### src/rtl/flp_defs.sv
// Shared definitions for the iterative floating-point divider: derived widths,
// controller states and the operand classification record.
package flp_defs;

  typedef enum logic [1:0] {IDLE, DIV, RND, OUT} state_t;

  typedef struct packed {
    logic nan;
    logic inf;
    logic zero;
  } cls_t;

  function automatic int flp_fwidth(input int ew, input int sw);
    return 1 + ew + sw;
  endfunction

  function automatic int flp_bias(input int ew);
    return (1 << (ew - 1)) - 1;
  endfunction

  // Integer bit, stored bits, guard/round bits and one extra bit for the sticky.
  function automatic int flp_qw(input int sw, input int rsw);
    return sw + rsw + 2;
  endfunction

  localparam int FWIDTH = flp_fwidth(8, 23);
  localparam int BIAS   = flp_bias(8);
  localparam int QW     = flp_qw(23, 2);

endpackage

### src/rtl/flp_idiv.sv
// Restoring unsigned divider: one quotient bit per cycle, MSB first.
// done is high during the cycle whose closing edge produces the last bit.
module flp_idiv #(
  parameter int MW = 24,
  parameter int QW = 27
) (
  input  logic          clk,
  input  logic          rst,
  input  logic          start,
  input  logic [MW-1:0] dividend,
  input  logic [MW-1:0] divisor,
  output logic          done,
  output logic [QW-1:0] quo,
  output logic          rem_nz
);

  localparam int CW = $clog2(QW);

  logic [MW:0]   rem;
  logic [MW-1:0] dvs;
  logic [CW-1:0] cnt;
  logic          busy;
  logic          ge;
  logic [MW-1:0] rem_sel;

  // rem always stays below 2*dvs, so the chosen partial remainder fits MW bits.
  always_comb begin
    ge      = (rem >= {1'b0, dvs});
    rem_sel = ge ? MW'(rem - {1'b0, dvs}) : rem[MW-1:0];
  end

  assign done   = busy && (cnt == '0);
  assign rem_nz = |rem;

  always_ff @(posedge clk) begin
    if (rst)        busy <= 1'b0;
    else if (start) busy <= 1'b1;
    else if (done)  busy <= 1'b0;
  end

  // NOTE: pure datapath registers carry no reset; busy alone qualifies them.
  always_ff @(posedge clk) begin
    if (start) begin
      rem <= {1'b0, dividend};
      dvs <= divisor;
      cnt <= CW'(QW - 1);
    end else if (busy) begin
      rem <= {rem_sel, 1'b0};
      quo <= {quo[QW-2:0], ge};
      cnt <= cnt - 1'b1;
    end
  end

endmodule

### src/rtl/flp_div.sv
// Iterative IEEE-style floating-point divider with round-to-nearest-even,
// flush-to-zero for subnormals and a valid/ready handshake on each side.
module flp_div
  import flp_defs::*;
#(
  parameter int EWIDTH  = 8,
  parameter int SWIDTH  = 23,
  parameter int RSWIDTH = 2
) (
  input  logic                   clk,
  input  logic                   rst,
  input  logic [EWIDTH+SWIDTH:0] i_a,
  input  logic [EWIDTH+SWIDTH:0] i_b,
  input  logic                   i_valid,
  output logic                   o_ready,
  output logic [EWIDTH+SWIDTH:0] o_q,
  output logic                   o_valid,
  input  logic                   i_ready
);

  localparam int FW   = flp_fwidth(EWIDTH, SWIDTH);
  localparam int BS   = flp_bias(EWIDTH);
  localparam int QWL  = flp_qw(SWIDTH, RSWIDTH);
  localparam int EXW  = EWIDTH + 2;
  localparam int EMAX = (1 << EWIDTH) - 1;

  state_t state;

  // Unpack
  logic [EWIDTH-1:0] ea, eb;
  logic [SWIDTH-1:0] fa, fb;
  cls_t              cls_a, cls_b;

  always_comb begin
    ea         = i_a[FW-2 -: EWIDTH];
    eb         = i_b[FW-2 -: EWIDTH];
    fa         = i_a[SWIDTH-1:0];
    fb         = i_b[SWIDTH-1:0];
    cls_a.nan  = (&ea) && (|fa);
    cls_a.inf  = (&ea) && !(|fa);
    cls_a.zero = (ea == '0);
    cls_b.nan  = (&eb) && (|fb);
    cls_b.inf  = (&eb) && !(|fb);
    cls_b.zero = (eb == '0);
  end

  logic                  accept;
  logic                  sign_r;
  logic signed [EXW-1:0] exp_r;
  cls_t                  cls_a_r, cls_b_r;

  assign accept = (state == IDLE) && i_valid;

  always_ff @(posedge clk) begin
    if (accept) begin
      sign_r  <= i_a[FW-1] ^ i_b[FW-1];
      exp_r   <= {2'b00, ea} - {2'b00, eb} + EXW'(BS);
      cls_a_r <= cls_a;
      cls_b_r <= cls_b;
    end
  end

  logic           div_done;
  logic [QWL-1:0] quo;
  logic           rem_nz;

  // The hidden bit is forced on even for zero/subnormal operands, so the divisor is never zero.
  flp_idiv #(.MW(SWIDTH + 1), .QW(QWL)) u_idiv (
    .clk      (clk),
    .rst      (rst),
    .start    (accept),
    .dividend ({1'b1, fa}),
    .divisor  ({1'b1, fb}),
    .done     (div_done),
    .quo      (quo),
    .rem_nz   (rem_nz)
  );

  // Round and pack
  logic [QWL-2:0]        norm;
  logic [RSWIDTH:0]      low;
  logic                  round_up;
  logic [SWIDTH:0]       frac_sum;
  logic signed [EXW-1:0] exp_f;
  logic [FW-1:0]         result;

  always_comb begin
    norm     = quo[QWL-1] ? quo[QWL-2:0] : {quo[QWL-3:0], 1'b0};
    low      = {norm[RSWIDTH:1], norm[0] | rem_nz};
    round_up = low[RSWIDTH] & ((|low[RSWIDTH-1:0]) | norm[RSWIDTH+1]);
    frac_sum = {1'b0, norm[QWL-2 -: SWIDTH]} + (SWIDTH+1)'(round_up);
    exp_f    = exp_r - EXW'(!quo[QWL-1]) + EXW'(frac_sum[SWIDTH]);
    if (cls_a_r.nan || cls_b_r.nan || (cls_a_r.zero && cls_b_r.zero) ||
        (cls_a_r.inf && cls_b_r.inf))
      result = {1'b0, {EWIDTH{1'b1}}, 1'b1, {(SWIDTH-1){1'b0}}};
    else if (cls_a_r.inf || cls_b_r.zero || int'(exp_f) >= EMAX)
      result = {sign_r, {EWIDTH{1'b1}}, {SWIDTH{1'b0}}};
    else if (cls_a_r.zero || cls_b_r.inf || int'(exp_f) <= 0)
      result = {sign_r, {(FW-1){1'b0}}};
    else
      result = {sign_r, exp_f[EWIDTH-1:0], frac_sum[SWIDTH-1:0]};
  end

  always_ff @(posedge clk) begin
    if (rst) begin
      state   <= IDLE;
      o_ready <= 1'b1;
      o_valid <= 1'b0;
      o_q     <= '0;
    end else begin
      case (state)
        IDLE: if (i_valid) begin
          state   <= DIV;
          o_ready <= 1'b0;
        end
        DIV: if (div_done) state <= RND;
        RND: begin
          o_q     <= result;
          o_valid <= 1'b1;
          state   <= OUT;
        end
        OUT: if (i_ready) begin
          o_valid <= 1'b0;
          o_ready <= 1'b1;
          state   <= IDLE;
        end
        default: state <= IDLE;
      endcase
    end
  end

endmodule

### config.mk
export PLATFORM = sky130hd
export DESIGN_NAME = flp_div
export DESIGN_NICKNAME = d
export VERILOG_FILES = /design/src/rtl/flp_defs.sv /design/src/rtl/flp_idiv.sv /design/src/rtl/flp_div.sv
export SDC_FILE = /design/constraint.sdc
export NUM_CORES = 1
export LEC_CHECK = 0
export ABC_AREA = 1
export CAP_MARGIN = 40
export CORE_ASPECT_RATIO = 0.7
export CORE_UTILIZATION = 30
export CTS_CLUSTER_DIAMETER = 50
export DETAILED_ROUTE_END_ITERATION = 10
export SLEW_MARGIN = 20
export SYNTH_ARGS = -nofsm -noshare
export SYNTH_HDL_FRONTEND = slang
export SYNTH_SLANG_ARGS = --single-unit
### constraint.sdc
create_clock -name clk -period 3.9 [get_ports clk]
set_input_delay 0.78 -clock clk [delete_from_list [all_inputs] [get_ports clk]]
set_output_delay 0.78 -clock clk [all_outputs]
set_load 0.02 [all_outputs]
Word level (Yosys, flattened, before mapping)
Index checks and enable logic that the tools add are counted.
{ "word_totals": {"out_inout_bits": 34, "wordCells": 93, "ff_bits": 134, "input_bits": 68} }
{ "classes": {"n_addsub": 7, "eq_ne": 6, "reduce_logical": 36, "n_lt_le_gt_ge": 3, "muxes": 18, "bitwise_logic": 5} }
{ "op_table": {"columns": ["operator", "count"], "rows": [
  ["two-way mux 31 bit", 2],
  ["two-way mux 23 bit", 2],
  ["OR reduction 23 bit", 2],
  ["two-way mux 32 bit", 1],
  ["two-way mux 26 bit", 1],
  [">= comparator 25 x 24 -> 1 bit", 1],
  ["OR reduction 25 bit", 1],
  ["adder 23 x 1 -> 24 bit", 1],
  ["two-way mux 24 bit", 1],
  ["subtractor 24 bit", 1],
  ["zero test 8 bit", 2],
  ["AND reduction 8 bit", 2],
  ["adder 10 x 1 -> 10 bit", 1],
  ["adder 9 x 8 -> 10 bit (second input constant)", 1],
  [">= comparator 10 x 9 -> 1 bit (second input constant)", 1],
  ["less-or-equal comparator 10 x 1 -> 1 bit (second input constant)", 1],
  ["subtractor 10 x 1 -> 10 bit", 1],
  ["subtractor 8 x 8 -> 9 bit", 1],
  ["logical AND 1 bit", 8],
  ["case mux 2 bit (4 select lines)", 1],
  ["nonzero test 2 bit", 4],
  ["logical OR 1 bit", 7],
  ["two-way mux 2 bit", 3],
  ["inequality test 2 bit (second input constant)", 3],
  ["other kinds (15)", 26]
]} }

Longest topological paths before layout
Gate-level depths: netlist of the first run.
{ "depth": {"word_depth": 12, "mapped_depth": 31} }

Cells and area by module
From an unflattened synthesis of the first run, not the netlist that was laid out.
{ "hier_totals": {"cells_unflattened": 1367, "area_unflattened_um2": 9809.4} }
{ "modules_own_cells": {"columns": ["mod", "cells_each", "instances", "area_per_inst_um2"], "rows": [
  ["flp_idiv", 665, 1, 5196.2],
  ["flp_div", 702, 1, 4613.2]
]} }

Worst setup path after synthesis of the first run
No wires, ideal clock.
{ "synth_timing": {"kind": "flip-flop to flip-flop", "start": "reg u_idiv.quo[26]", "end": "reg o_q[30]", "path_stages_with_launch": 29, "required_time_ns": 3.787, "arrival_time_ns": 3.889, "path_slack_ns": -0.102, "setup_ns": 0.113, "path_cell_list": "edfxtp_1 buf_6 buf_6 o21ai_1 nand2_1 inv_2 nand2_1 nor2_1 nand3_1 nor3_1 nand3_1 nor3_1 nand3_1 ha_1 inv_1 ha_1 inv_1 fa_1 inv_1 or2_2 nor2_1 nand3_1 nor2_1 nand4_2 nand2_4 buf_6 nor2_1 o21ai_1 inv_1"} }
{ "synth_via": {"elab_chain_len": 12} }
{ "synth_lines": {"columns": ["element", "line", "rtl"], "rows": [
  ["start, declared", "flp_idiv.sv:13", "output logic [QW-1:0] quo,"],
  ["start signal, assigned", "flp_idiv.sv:49", "quo <= {quo[QW-2:0], ge};"],
  ["two-way mux 26 bit", "flp_div.sv:88", "norm = quo[QWL-1] ? quo[QWL-2:0] : {quo[QWL-3:0], 1'b0};"],
  ["bitwise OR 1 bit", "flp_div.sv:89", "low = {norm[RSWIDTH:1], norm[0] | rem_nz};"],
  ["OR reduction 2 bit", "flp_div.sv:90", "round_up = low[RSWIDTH] & ((|low[RSWIDTH-1:0]) | norm[RSWIDTH+1]);"],
  ["bitwise OR 1 bit", "flp_div.sv:90", null],
  ["bitwise AND 1 bit", "flp_div.sv:90", null],
  ["adder 23 x 1 -> 24 bit", "flp_div.sv:91", "frac_sum = {1'b0, norm[QWL-2 -: SWIDTH]} + (SWIDTH+1)'(round_up);"],
  ["adder 10 x 1 -> 10 bit *", "flp_div.sv:92", "exp_f = exp_r - EXW'(!quo[QWL-1]) + EXW'(frac_sum[SWIDTH]);"],
  ["less-or-equal comparator 10 x 1 -> 1 bit", "flp_div.sv:98", "else if (cls_a_r.zero || cls_b_r.inf || int'(exp_f) <= 0)"],
  ["logical OR 1 bit", "flp_div.sv:98", null],
  ["two-way mux 31 bit", "flp_div.sv:98", null],
  ["two-way mux 31 bit *", "flp_div.sv:96", "else if (cls_a_r.inf || cls_b_r.zero || int'(exp_f) >= EMAX)"],
  ["two-way mux 32 bit *", "flp_div.sv:93", "if (cls_a_r.nan || cls_b_r.nan || (cls_a_r.zero && cls_b_r.zero) ||"],
  ["end signal, assigned", "flp_div.sv:118", "o_q <= result;"],
  ["end, declared", "flp_div.sv:16", "output logic [EWIDTH+SWIDTH:0] o_q,"]
]} }
Every way passes the cells marked *; elsewhere a longest branch is shown, timed or not.
A chain may end at the register's enable or synchronous reset.

Worst setup path in the final report of the first run
{ "layout_timing": {"start": "reg u_idiv.quo[26]", "end": "reg o_q[14]"} }
{ "layout_via": {"elab_chain_len": 12} }
{ "layout_lines": {"columns": ["element", "line"], "rows": [
  ["two-way mux 26 bit", "flp_div.sv:88"],
  ["bitwise OR 1 bit", "flp_div.sv:89"],
  ["OR reduction 2 bit", "flp_div.sv:90"],
  ["bitwise OR 1 bit", "flp_div.sv:90"],
  ["bitwise AND 1 bit", "flp_div.sv:90"],
  ["adder 23 x 1 -> 24 bit", "flp_div.sv:91"],
  ["adder 10 x 1 -> 10 bit", "flp_div.sv:92"],
  ["less-or-equal comparator 10 x 1 -> 1 bit", "flp_div.sv:98"],
  ["logical OR 1 bit", "flp_div.sv:98"],
  ["two-way mux 31 bit", "flp_div.sv:98"],
  ["two-way mux 31 bit *", "flp_div.sv:96"],
  ["two-way mux 32 bit *", "flp_div.sv:93"]
]} }
Marks and branches as above.

==> impl_metrics.csv, run 1 <==
group,metric,value,unit
floorplanning,initial_core_util,0.310,
critical_path,start_kind,"flip-flop",
cells_and_area,syn2layout_area_growth,37.4,%
synth,ys_seq_area_frac,0.395,
pwr,total_leakage_power,5.44,nW
placement,place_congestion,0.899,
cells_and_area,diodes,0,
drt,wl_per_cell,14.5,um
floorplanning,dieHeight,147,um
clock_tree,cts_made_buffers,17,
placement,dp_hpwl,19.1,mm
clock_tree,cts.hold.buffers_added,0,
synth,syn_nets,1312,
cells_and_area,seq_area,0.00358,sq mm
sta,setup_tns,-5.80,ns
synth,synth_top_area_share,0.298,
cells_and_area,layout-drive-gt1-share,0.197,
drt,route.met2.wl,10.7,mm
critical_path,path_max_fanout,8,
worst_hold_path,hold_class,"reg -> reg",
critical_path,r2r-end,"o_q[14]$_SDFFE_PP0P_",
sta,fin_worst_skew,0.0127,ns
drt,viasPerCell,4.77,
synth,ys_seq_elements,134,
global_route,grt_overflow_total,0,
cells_and_area,nFillCells,2920,
clock_tree,clk_latency,0.45,ns
outcome,status,"finished, violations left",
sta,maxSlewViolCount,0,
critical_path,path_class,"reg -> reg",
cells_and_area,fin_nets,1551,
sta,hold_violations,0,
synth,synth_top_family_by_area,"simple AND/OR/NAND/NOR gates",
synth,ys_top_cells_by_area,"edfxtp_1 (30%), nand2_1 (11%), dfxtp_1 (9.7%), inv_1 (7.2%), ha_1 (6.6%)",
cells_and_area,multi_input_area,0.00486,sq mm
synth,synth_area,0.00906,sq mm
global_route,antenna_found_initial,0,
synth,synth_compound_area_frac,0.118,
critical_path,required,4.28,ns
critical_path,ff2ff_setup_slack,-0.33,ns
synth,yosys_warnings,0,
critical_path,slowest_delay,0.42,ns
drt,drt-met1-wl,13.4,mm
critical_path,rr_worst_depth,32,
floorplanning,core,0.0293,sq mm
drt,remaining_drc_errors,0,
sta,rsz0062_at_grt,"yes",
worst_hold_path,min_path_cells,0,
critical_path,worst_path_most_repeated_cell,"buf_4",
pwr,peakVddDrop,0.000348,V
floorplanning,dieArea,0.0309,sq mm
worst_hold_path,min-delay-start,"u_idiv.quo[25]$_DFFE_PP_",
clock_tree,clock-sinks,134,
job,cap_violations,0,
synth,yosysUniqueCellTypes,49,
sta,max_clock_freq,237,MHz
global_route,grt_first_pass_wirelength,41.6,mm
drt,totalWireLength,26.3,mm
drt,top_layer,"met4",
synth,synth_fa_ha_area_frac,0.0729,
sta,period_minus_slack,4.23,ns
global_route,grt_pass1_vias,8173,
clock_tree,htree_levels,4,
placement,placed_cells,1708,
cells_and_area,post-route-util,0.425,
critical_path,slowest_stage,"edfxtp_1",
floorplanning,row_count,52,
clock_tree,clkTransAtPathRegs,0.06,ns
synth,dominantRegCellSynth,"edfxtp_1",
drt,wl_met3,1.69,mm
synth,synth.area.mux_share,0,
placement,portBuffers,101,
drt,drt_iter0_drc,708,
sta,layout_setup_ws,-0.325,ns
synth,synth_top_area_cell,"edfxtp_1",
synth,syn_avg_cell_area,7.60,sq um
worst_hold_path,min_to,"u_idiv.quo[26]$_DFFE_PP_",
synth,synth_cells,1193,
floorplanning,boundaryPins,102,
floorplanning,dieWidth,210,um
clock_tree,clockBufferDepth,2,
critical_path,worstPathArrival,4.60,ns
sta,finalCritPeriodShare,1.08,
sta,slew_headroom,0.478,
sta,worst_slew_pin_slew,0.783,ns
global_route,grt_max_degree,50,
synth,synth-simple-area-share,0.285,
drt,route.vias.total,8700,
synth,async_flop_share,0,
synth,synth-edff-count,90,
drt,ant_nets,0,
clock_tree,cts_root_buffer,"clkbuf_16",
critical_path,worstReg2RegStart,"u_idiv.quo[26]$_DFFE_PP_",
synth,synth_xor_area_frac,0.0367,
pwr,p_per_area,686,mW/mm^2
sta,setup_violations,31,
outcome,violations,"setup timing",
cells_and_area,fin_cells,1823,
clock_tree,cts_tree,"yes",
placement,dp_worst_setup_slack,-0.313,ns
global_route,grt_use_total,0.172,
critical_path,cp-end-kind,"flip-flop",
drt,firstDrtPassIters,6,
[per-layer routing]
metal | vias to the layer above | GRT usage
li1 | 4445 | -
met3 | 44 | 0.0412
met2 | 262 | 0.246
met4 | 0 | 0.0500
met1 | 3949 | 0.255
met5 | - | 0
[stage by stage]
stage	total power [mW]	hold WS (ns)	instance area [sq um]
final	8.55	0.448	12500
after global routing	9.22	0.456	12500
after CTS	8.38	0.450	12200
after detailed placement	6.43	0.434	11000
after global placement	6.38	0.435	11000
after floorplan	5.19	0.418	9120
[cell type report]
cell class              count  share of cell area
clock inverters            15              0.0147
flip-flops and latches    134               0.288
multi-input cells         854               0.390
clock buffers              17              0.0342
repair buffers            246               0.179
well taps                 378              0.0380
inverters                 179              0.0562
[where the power goes]
group          total (mW)  switching, mW  internal, mW  leakage [nW]
clock                1.71          0.734         0.972         0.298
combinational        4.55           2.75          1.80          3.93
sequential           2.29          0.242          2.05          1.21
total                8.55           3.73          4.82          5.44
[state kept, by name, summed over array words and instances, names as in the netlist]
name / count
o_q: 32
cls_b_r: 3
u_idiv.quo: 27
u_idiv.dvs: 23
u_idiv.rem: 25
o_valid: 1
u_idiv.busy: 1
cls_a_r: 3
exp_r: 10
sign_r: 1
u_idiv.cnt: 5
o_ready: 1
state: 2
[kinds of logic after synthesis]
kind of cell / Yosys count
XOR/XNOR: 38
adder cells (fa/ha/maj): 51
AO/OA/AOI/OAI: 190
AND/OR/NAND/NOR: 575
flip-flops: 134
buffers and inverters: 205
[timing repair]
item                                    CTS  global route
pin swaps                                16            17
buffers inserted                         72             9
hold endpoints to repair                  0             0
resized for setup                        27            27
endpoints found under the setup margin   31            31
cloned                                    0             3
[worst max-delay path, delay by kind of cell (launching register included)]
family	cells	cell delay [ns]
buffers and inverters	21	2.73
DFF	1	0.42
AOI/OAI and AO/OA	2	0.29
and+or+nand+nor	9	0.73
[cells in the mapped netlist, types with 2 or more instances]
master    instances
a21oi_2           4
nor2_1          103
a21boi_0          3
nand4_1          23
nand2_2          10
o21ai_2           7
xor2_1           25
or2_2             9
nand4_2           2
nand3_1          75
o21ai_0          57
dfxtp_1          44
clkbuf_1         11
nand3_2           2
edfxtp_1         90
nor2_2           16
a21oi_4           2
xnor2_1          13
buf_2             6
buf_4             3
inv_1           174
nor4_1           20
or2_0             6
buf_6             6
inv_2             3
nand2_1         277
nor2_4            3
and2_1            4
o21bai_1          3
ha_1             48
nand3b_1          5
nor3_1           17
a21o_1            5
o21ai_1          16
a31oi_1           3
fa_1              3
a21oi_1          82
o311ai_0          2
[cell usage in the layout, fill, tap and decap left out, types with 9 or more instances in the layout]
| cell type | synthesis | routed |
|---|---|---|
| ha_1 | 48 | 47 |
| nand2_2 | 10 | 23 |
| clkbuf_16 | 0 | 19 |
| xnor2_1 | 13 | 13 |
| nor2_2 | 16 | 21 |
| nand4_1 | 23 | 23 |
| xor2_1 | 25 | 25 |
| a21oi_1 | 82 | 76 |
| nor3_1 | 17 | 15 |
| nand3_1 | 75 | 70 |
| buf_4 | 3 | 134 |
| nand2_1 | 277 | 257 |
| nor2_1 | 103 | 97 |
| nor4_1 | 20 | 20 |
| o21ai_1 | 16 | 15 |
| clkdlybuf4s50_1 | 0 | 101 |
| dfxtp_1 | 44 | 44 |
| o21ai_0 | 57 | 57 |
| a21oi_2 | 4 | 9 |
| inv_1 | 174 | 170 |
| edfxtp_1 | 90 | 90 |
[how the worst max path moves through the flow]
stage / from / endpoint / cells after the start
floorplan: u_idiv.quo[26]$_DFFE_PP_ / o_q[30]$_SDFFE_PP0P_ / 28
global placement: u_idiv.quo[26]$_DFFE_PP_ / o_q[6]$_SDFFE_PP0P_ / 29
detailed placement: u_idiv.quo[26]$_DFFE_PP_ / o_q[11]$_SDFFE_PP0P_ / 29
CTS: u_idiv.quo[26]$_DFFE_PP_ / o_q[7]$_SDFFE_PP0P_ / 28
global route: u_idiv.quo[26]$_DFFE_PP_ / o_q[8]$_SDFFE_PP0P_ / 31
finish: u_idiv.quo[26]$_DFFE_PP_ / o_q[14]$_SDFFE_PP0P_ / 32
Note: power is estimated with default switching activity, not from simulation.
==> run 2: changes to the inputs <==
--- a/config.mk
+++ b/config.mk
@@ -8,9 +8,11 @@
 export ABC_AREA = 1
 export CAP_MARGIN = 40
 export CORE_ASPECT_RATIO = 0.7
+export CORE_MARGIN = 10
 export CORE_UTILIZATION = 30
 export CTS_CLUSTER_DIAMETER = 50
 export DETAILED_ROUTE_END_ITERATION = 10
+export PLACE_DENSITY_LB_ADDON = 0.2
 export SLEW_MARGIN = 20
 export SYNTH_ARGS = -nofsm -noshare
 export SYNTH_HDL_FRONTEND = slang
==> run 2 against run 1 <==
Against the previous run: the flow still finishes with violations (setup timing); critical path type unchanged; clock power fell by 4%; wire length grew 2.5%; sequential share of layout area increased by 1.7 points; critical endpoint is now o_q[7]$_SDFFE_PP0P_; setup slack better by 0.14 ns; via count decreased by 3.5%; global-route usage down 2.8 points; cell count down 2.2%; sequential power barely moved; final area down 5.7%; first-iteration DRC count down 8.9%; worst hold slack improved by 0.0016 ns; combinational power shrank 4.4%.
==> impl_metrics.csv, run 2 (synthesized netlist as in run 1, its figures left out) <==
group,metric,value,unit
outcome,status,"finished, violations left",
outcome,violations,"setup timing",
placement,place_congestion,0.924,
drt,wl_met3,1.89,mm
critical_path,slowest_stage,"fa_2",
clock_tree,cts_root_buffer,"clkbuf_16",
global_route,grt_overflow_total,0,
drt,wl_per_cell,15.1,um
pwr,total_leakage_power,5.01,nW
sta,rsz0062_at_grt,"yes",
drt,drt_iter0_drc,645,
placement,placement.cell_area,0.0110,sq mm
clock_tree,cts_tree,"yes",
floorplanning,initial_core_util,0.303,
clock_tree,cts.hold.buffers_added,0,
sta,fin_worst_skew,0.0235,ns
sta,slew_headroom,0.506,
cells_and_area,fin_nets,1475,
cells_and_area,largest_register_ffs,32,
floorplanning,dieArea,0.0377,sq mm
cells_and_area,layout_common_cells,"nand2_1 (268), inv_1 (171), clkdlybuf4s50_1 (101), nor2_1 (100), edfxtp_1 (90)",
cells_and_area,nFillCells,3070,
placement,portBuffers,101,
drt,top_layer,"met4",
floorplanning,core,0.0299,sq mm
global_route,grt_use_total,0.144,
global_route,grt_pass1_vias,8030,
clock_tree,clockBufferDepth,2,
pwr,p_per_area,706,mW/mm^2
placement,dp_worst_setup_slack,-0.271,ns
sta,worst_slew_pin_slew,0.734,ns
placement,dp_hpwl,21.5,mm
drt,route.met2.wl,10.7,mm
worst_hold_path,hold_class,"reg -> reg",
critical_path,worst_path_most_repeated_cell,"nand3_1",
clock_tree,clk_latency,0.45,ns
floorplanning,row_count,53,
critical_path,path_class,"reg -> reg",
clock_tree,htree_levels,4,
placement,placed_cells,1743,
critical_path,slowest_delay,0.52,ns
global_route,antenna_found_initial,2,
cells_and_area,fin_cells,1783,
drt,totalWireLength,27.0,mm
pwr,peakVddDrop,0.000276,V
sta,setup_tns,-4.18,ns
critical_path,cp-end-kind,"flip-flop",
clock_tree,clkTransAtPathRegs,0.06,ns
drt,drt-met1-wl,14.2,mm
drt,remaining_drc_errors,0,
cells_and_area,layout-drive-gt1-share,0.131,
sta,finalCritPeriodShare,1.05,
critical_path,required,4.22,ns
critical_path,worstPathArrival,4.40,ns
drt,firstDrtPassIters,7,
drt,viasPerCell,4.71,
drt,route.vias.total,8399,
floorplanning,boundaryPins,102,
clock_tree,cts_made_buffers,17,
sta,max_clock_freq,245,MHz
critical_path,path_max_fanout,12,
sta,setup_violations,31,
global_route,grt_max_degree,47,
cells_and_area,syn2layout_area_growth,29.6,%
cells_and_area,design_area,0.0117,sq mm
drt,ant_nets,0,
sta,hold_violations,0,
sta,maxSlewViolCount,0,
sta,period_minus_slack,4.08,ns
cells_and_area,reg_top3,"o_q: 32 flops, u_idiv.quo: 27 flops, u_idiv.rem: 25 flops",
global_route,grt_first_pass_wirelength,43.1,mm
cells_and_area,mostFrequentLayoutCell,"nand2_1",
job,cap_violations,0,
sta,layout_setup_ws,-0.182,ns
critical_path,start_kind,"flip-flop",
floorplanning,dieWidth,228,um
cells_and_area,largest-register,"o_q",
clock_tree,clock-sinks,134,
floorplanning,dieHeight,165,um
[run 2: changes by cell type in the layout (fill, tap and decap cells not counted), sizes merged]
cell      delta
diode        +2
bufinv       +1
inv         -10
buf         -76
clkinvlp     +4
clkinv       +5
[run 2: through the flow]
stage	hold slack (ns)	util	power [mW]
after floorplan	0.418	-	5.19
after global placement	0.433	0.368	6.51
after detailed placement	0.435	0.368	6.50
after CTS	0.450	0.389	8.20
after global routing	0.458	0.393	9.01
final	0.449	0.393	8.29
[run 2: worst paths after layout]
path	endpoint	from	depth (start not counted)	slack, ns
min	u_idiv.quo[7]$_DFFE_PP_	u_idiv.quo[6]$_DFFE_PP_	0	0.45
max reg2reg	o_q[7]$_SDFFE_PP0P_	u_idiv.quo[26]$_DFFE_PP_	28	-0.18
min reg2reg	u_idiv.quo[7]$_DFFE_PP_	u_idiv.quo[6]$_DFFE_PP_	0	0.45
max	o_q[7]$_SDFFE_PP0P_	u_idiv.quo[26]$_DFFE_PP_	28	-0.18
[run 2: cell type report]
| cell class | count | area, sq um | share of cell area |
|---|---|---|---|
| Sequential cell | 134 | 3580 | 0.305 |
| Antenna cell | 2 | 5.00 | 0.000426 |
| Tap cell | 412 | 515 | 0.0439 |
| Clock buffer | 17 | 425 | 0.0362 |
| Inverter | 179 | 687 | 0.0585 |
| Multi-Input combinational cell | 854 | 4740 | 0.403 |
| Timing Repair Buffer | 170 | 1630 | 0.139 |
| Clock inverter | 15 | 163 | 0.0138 |
[run 2: what timing repair did]
item | CTS | global route
gates resized for setup | 6 | 11
endpoints found under the setup margin | 31 | 31
buffers inserted | 1 | 2
pin swaps | 1 | 3
cloned | 0 | 2
[run 2: critical path: cells and delay by family (launching register included)]
| kind | cells | cell delay, ns |
|---|---|---|
| flip-flops | 1 | 0.38 |
| buffers and inverters | 6 | 0.52 |
| AND/OR/NAND/NOR | 17 | 1.86 |
| AO/OA/AOI/OAI | 2 | 0.24 |
| adder cells (fa/ha/maj) | 3 | 0.97 |
[run 2: layer usage]
metal / vias up / global-route usage
met5: - / 0
met4: 0 / 0.0380
met3: 19 / 0.0403
met2: 212 / 0.203
met1: 3884 / 0.210
li1: 4284 / -
[run 2: report_power, final]
group	internal [mW]	total, mW	switching, mW
clock	0.992	1.64	0.646
sequential	2.05	2.31	0.257
combinational	1.64	4.35	2.71
